===== config.mk =====
export PLATFORM = sky130hd
export DESIGN_NAME = rsa_exp_sequencer
export DESIGN_NICKNAME = d
export VERILOG_FILES = /design/src/rtl/rsa_exp_sequencer.sv
export SDC_FILE = /design/constraint.sdc
export NUM_CORES = 1
export LEC_CHECK = 0
export ABC_CLOCK_PERIOD_IN_PS = 2900
export CAP_MARGIN = 20
export CORE_UTILIZATION = 53
export DETAILED_ROUTE_END_ITERATION = 7
export PLACE_DENSITY_LB_ADDON = 0.1
export SLEW_MARGIN = 10
export SYNTH_ARGS = -nofsm -noshare
export SYNTH_HDL_FRONTEND = slang
export SYNTH_SLANG_ARGS = --single-unit

===== constraint.sdc =====
create_clock -name clk -period 2.9 [get_ports clk]
set_input_delay 0.29 -clock clk [delete_from_list [all_inputs] [get_ports clk]]
set_output_delay 0.29 -clock clk [all_outputs]
set_load 0.01 [all_outputs]

===== src/rtl/rsa_exp_sequencer.sv =====
// rsa_exp_sequencer: left-to-right binary exponentiation controller.
// Walks the exponent MSB->LSB and hands the Montgomery core one operation
// at a time: to-Montgomery, square, multiply (on set bits) and from-Montgomery.
// Operand movement stays in the core wrapper; this block only decides the
// order of operations and tracks progress.
module rsa_exp_sequencer #(
  parameter int E_WIDTH = 32,
  parameter int IDX_W   = 6
) (
  input  logic               clk,
  input  logic               resetn,
  input  logic               start,
  input  logic               abort,
  input  logic [E_WIDTH-1:0] exp,
  input  logic [IDX_W-1:0]   exp_len,
  output logic               op_valid,
  output logic [1:0]         op_code,
  input  logic               op_ready,
  input  logic               op_done,
  output logic               busy,
  output logic               done,
  output logic [IDX_W-1:0]   bit_idx,
  output logic [15:0]        op_count
);

  // Controller states
  localparam logic [1:0] ST_IDLE  = 2'd0;
  localparam logic [1:0] ST_ISSUE = 2'd1;
  localparam logic [1:0] ST_WAIT  = 2'd2;
  localparam logic [1:0] ST_DONE  = 2'd3;

  // Phase doubles as the op_code driven to the core
  localparam logic [1:0] PH_TOMONT = 2'd0;
  localparam logic [1:0] PH_SQR    = 2'd1;
  localparam logic [1:0] PH_MUL    = 2'd2;
  localparam logic [1:0] PH_FROM   = 2'd3;

  localparam logic [IDX_W-1:0] LEN_MAX = IDX_W'(E_WIDTH);

  logic [1:0]         state_reg,    state_next;
  logic [1:0]         phase_reg,    phase_next;
  logic               op_valid_reg, op_valid_next;
  logic               busy_reg,     busy_next;
  logic               done_reg,     done_next;
  logic [IDX_W-1:0]   bit_idx_reg,  bit_idx_next;
  logic [15:0]        op_count_reg, op_count_next;
  logic [E_WIDTH-1:0] exp_reg,      exp_next;
  logic [IDX_W-1:0]   len_reg,      len_next;

  logic [IDX_W-1:0]   len_clamped;
  logic [E_WIDTH-1:0] exp_keep;
  logic [E_WIDTH-1:0] bit_sel;
  logic               cur_bit;
  logic [1:0]         adv_phase;
  logic [IDX_W-1:0]   adv_idx;
  logic [15:0]        count_inc;

  // Requested length never exceeds the exponent register
  assign len_clamped = (exp_len > LEN_MAX) ? LEN_MAX : exp_len;

  // Bits above the requested length are cleared at capture so they can
  // never influence the square/multiply decision
  generate
    for (genvar gi = 0; gi < E_WIDTH; gi++) begin : g_exp_mask
      assign exp_keep[gi] = exp[gi] & (len_clamped > IDX_W'(gi));
    end
  endgenerate

  // Exponent bit under the scan pointer
  assign bit_sel = {{(E_WIDTH-1){1'b0}}, 1'b1} << bit_idx_reg;
  assign cur_bit = |(exp_reg & bit_sel);

  // Moving to the next lower bit, or finishing after bit 0
  assign adv_phase = (bit_idx_reg == '0) ? PH_FROM : PH_SQR;
  assign adv_idx   = (bit_idx_reg == '0) ? bit_idx_reg : bit_idx_reg - 1'b1;

  // Completed-operation counter sticks at all-ones
  assign count_inc = (op_count_reg == 16'hFFFF) ? op_count_reg : op_count_reg + 16'd1;

  // Next-state and next-output decisions
  always_comb begin
    state_next    = state_reg;
    phase_next    = phase_reg;
    op_valid_next = op_valid_reg;
    busy_next     = busy_reg;
    done_next     = done_reg;
    bit_idx_next  = bit_idx_reg;
    op_count_next = op_count_reg;
    exp_next      = exp_reg;
    len_next      = len_reg;

    if (abort) begin
      // Abort outranks everything, including a coincident start
      state_next    = ST_IDLE;
      op_valid_next = 1'b0;
      busy_next     = 1'b0;
      done_next     = 1'b0;
    end else begin
      case (state_reg)
        ST_IDLE, ST_DONE: begin
          if (start) begin
            exp_next      = exp_keep;
            len_next      = len_clamped;
            done_next     = 1'b0;
            busy_next     = 1'b1;
            op_count_next = 16'd0;
            phase_next    = PH_TOMONT;
            bit_idx_next  = (len_clamped == '0) ? '0 : len_clamped - 1'b1;
            op_valid_next = 1'b1;
            state_next    = ST_ISSUE;
          end
        end
        ST_ISSUE: begin
          // op_valid is already high here, so op_ready alone completes
          // the handshake; op_done in this cycle is deliberately ignored
          if (op_ready) begin
            op_valid_next = 1'b0;
            state_next    = ST_WAIT;
          end
        end
        ST_WAIT: begin
          if (op_done) begin
            op_count_next = count_inc;
            op_valid_next = 1'b1;
            state_next    = ST_ISSUE;
            case (phase_reg)
              PH_TOMONT: phase_next = (len_reg == '0) ? PH_FROM : PH_SQR;
              PH_SQR: begin
                if (cur_bit) begin
                  phase_next = PH_MUL;
                end else begin
                  phase_next   = adv_phase;
                  bit_idx_next = adv_idx;
                end
              end
              PH_MUL: begin
                phase_next   = adv_phase;
                bit_idx_next = adv_idx;
              end
              default: begin
                op_valid_next = 1'b0;
                busy_next     = 1'b0;
                done_next     = 1'b1;
                state_next    = ST_DONE;
              end
            endcase
          end
        end
        default: state_next = ST_IDLE;
      endcase
    end
  end

  // State and output registers
  always_ff @(posedge clk or negedge resetn) begin
    if (!resetn) begin
      state_reg    <= ST_IDLE;
      phase_reg    <= PH_TOMONT;
      op_valid_reg <= 1'b0;
      busy_reg     <= 1'b0;
      done_reg     <= 1'b0;
      bit_idx_reg  <= '0;
      op_count_reg <= 16'd0;
      exp_reg      <= '0;
      len_reg      <= '0;
    end else begin
      state_reg    <= state_next;
      phase_reg    <= phase_next;
      op_valid_reg <= op_valid_next;
      busy_reg     <= busy_next;
      done_reg     <= done_next;
      bit_idx_reg  <= bit_idx_next;
      op_count_reg <= op_count_next;
      exp_reg      <= exp_next;
      len_reg      <= len_next;
    end
  end

  assign op_valid = op_valid_reg;
  assign op_code  = phase_reg;
  assign busy     = busy_reg;
  assign done     = done_reg;
  assign bit_idx  = bit_idx_reg;
  assign op_count = op_count_reg;

endmodule

==> results.toml <==
[outcome]
outcome = "completed"

[detailed_routing]
post_drt_via_cell_ratio = 5.74
routed-wl-met3_microns = 566
ant_nets = 0
drc = 0
routedWlPerCell_microns = 15.8
wirelength_microns = 10300
wl_met1_microns = 4310
drt_iter0_drc = 151
dr.pass1.iters = 5
dr_wl_met2_microns = 5070
top_layer = "met4"
vias = 3739

[timing]
finClkSkew_ns = 0.00698
setup_viol = 0
min_period_over_period_pct = 92.9
fin_ws_ns = 0.206
hold_violations = 0
relSlewSlack_pct = 57.0
min_period_ns = 2.69
grt_setup_unrepaired = "no"
worst_pin_slew_ns = 0.646
setup-tns-final_ns = 0
fmax_mhz = 371
drv_slew = 0
timing.hold.ws_ns = 0.316

[worst_hold_path]
hold_path_class = "in2async"

[logic_synthesis]
synth_edf_count = 0
ys_top_cells_by_area = "dfrtp_1 (42%), nand2_1 (8.7%), o21ai_0 (7.1%), ha_1 (4.7%), nor2_1 (3.9%)"
synth_common_cells = "nand2_1 (92), dfrtp_1 (67), o21ai_0 (56)"
synthFlopType = "dfrtp_1"
postSynth.asyncResetShare_pct = 100
yosys_warnings = 0
synth_top_area_share_pct = 42.2
synth.cell_area_sq_um = 3970
synth_top_area_cell = "dfrtp_1"
synth-seq-cells = 67
synth_fp_nets = 531
avgSynthCellArea_sq_um = 8.41
yosysUniqueCellTypes = 61
synth-seq-area-share_pct = 42.2
syn_inst = 472
synth_most_common_cell = "nand2_1"

[cts]
numCtsBuffers = 9
clockBufferDepth = 2
clock-root-buffer = "clkbuf_8"
cts_tree = "built"
insertion_delay_ns = 0.35
clkSinkCount = 67
path_clk_slew_ns = 0.08
post_cts_resized = 0
htreeDepth = 3

[critical_path]
start_kind = "flip-flop"
path_class = "reg2reg"
cp-startpoint = "bit_idx[0]"
worstPathArrival_ns = 2.98
cp_max_fo = 9
critPathRequiredTime_ns = 3.19
endpoint_kind = "flip-flop"
timing.rr.start = "bit_idx[0]"

[final_layout]
nets = 606
area_growth_pct = 28.2
layout.filler_cells = 602
largest_register_ffs = 32
fin_cells = 651
multi_input_area_sq_um = 2120
drive_gt1_share_pct = 10.5
regArea_sq_um = 1680
antenna-diode-count = 0

[pwr]
ir_drop_uv = 258
power.leakage_nw = 2.19
p_per_area_nw_per_um2 = 584

[global_route]
grt.total_usage_pct = 28.4
grt_max_degree = 44
grt_pass1_wl_microns = 16800
first_global_vias = 3531
grt_overflow = 0
antenna_found_initial = 0

[placement]
dp.final_hpwl_microns = 7620
post-place-ws_ns = 0.241
placed_cells = 633
gp_congestion = 0.880
port_buffers = 70

[die]
core_area_sq_um = 7250
die_h_microns = 88.6
die-area_sq_um = 7840
die_x_microns = 88.6
start_util_pct = 54.8
ios = 71
num_rows = 31

[flow_run]
drv_cap = 0
## layout make-up
cell class              instances  share of cell area (%)
multi-input cells             364                    41.7
flip-flops and latches         67                    32.9
repair buffers                 90                    16.9
clock inverters                 7                    2.46
clock buffers                   9                    2.43
well taps                      99                    2.43
inverters                      15                    1.11
## kinds of logic (layout without fill, tap and decap cells)
group                    count (synthesis)  in the layout  synth area share, %
XOR/XNOR                                12             12                 2.65
multiplexers                             6              6                 1.61
adder cells (fa/ha/maj)                 15             15                 4.73
AND/OR/NAND/NOR                        207            207                 23.8
AO/OA/AOI/OAI                          124            124                 20.7
flip-flops                              67             67                 42.2
buffers and inverters                   41            121                 4.28
## critical path, cell delays in order (launching register included)
cell and delay [ns]:
dfrtp_1 0.48, inv_1 0.15, ha_1 0.34, a22oi_1 0.14
a221oi_1 0.30, a21oi_1 0.08, a221oi_2 0.52, a21oi_4 0.18
a211o_2 0.35, nand3_1 0.08
## metal layers
layer | up-vias | global-route usage [%]
li1 | 1789 | -
met3 | 22 | 3.36
met2 | 150 | 48.5
met5 | - | 0
met4 | 0 | 13.3
met1 | 1778 | 36.0
## through the flow
step,cell area [sq um],power [mW],util [%]
global placement,4810,1.98,66.3
finish,5090,2.97,70.2
global route,5090,3.13,70.2
CTS,5060,2.97,69.8
detailed placement,4810,2.00,66.3
floorplan,3970,1.69,-
## report_power, final
part / switching [mW] / internal (mW) / leakage [nW] / total, mW
registers: 0.152 / 1.07 / 0.875 / 1.23
clock network: 0.396 / 0.578 / 0.124 / 0.975
logic: 0.424 / 0.350 / 1.20 / 0.774
## cells in the final DEF, fill, tap and decap left out, drive strengths merged, types with 3 or more instances in the layout
| cell | n |
|---|---|
| a21oi | 21 |
| a22o | 3 |
| a22oi | 8 |
| a31o | 3 |
| and2 | 3 |
| and3 | 4 |
| buf | 20 |
| bufinv | 3 |
| clkbuf | 9 |
| clkdlybuf4s50 | 69 |
| clkinv | 3 |
| dfrtp | 67 |
| ha | 15 |
| inv | 16 |
| mux2 | 3 |
| mux2i | 3 |
| nand2 | 93 |
| nand2b | 8 |
| nand3 | 21 |
| nand4 | 4 |
| nor2 | 41 |
| nor2b | 6 |
| nor3 | 12 |
| o21a | 3 |
| o21ai | 57 |
| o31ai | 6 |
| or2 | 5 |
| xnor2 | 4 |
| xor2 | 8 |
## worst paths after layout
path / end / slack [ns] / cells after the start
worst max-delay path: bit_idx[2] / 0.21 / 9
max in group asynchronous: exp_reg[23] / 2.11 / 3
min in group clk: exp_reg[15] / 0.48 / 3
worst min register to register: exp_reg[31] / 0.48 / 2
worst max register to register: bit_idx[2] / 0.21 / 9
worst min-delay path: state_reg[1] / 0.32 / 2
## timing repair
item / CTS / global route
hold buffers: 0 / 1
buffers inserted: 0 / 0
endpoints found under the hold margin: 0 / 5
(Power assumes the default switching activity.)
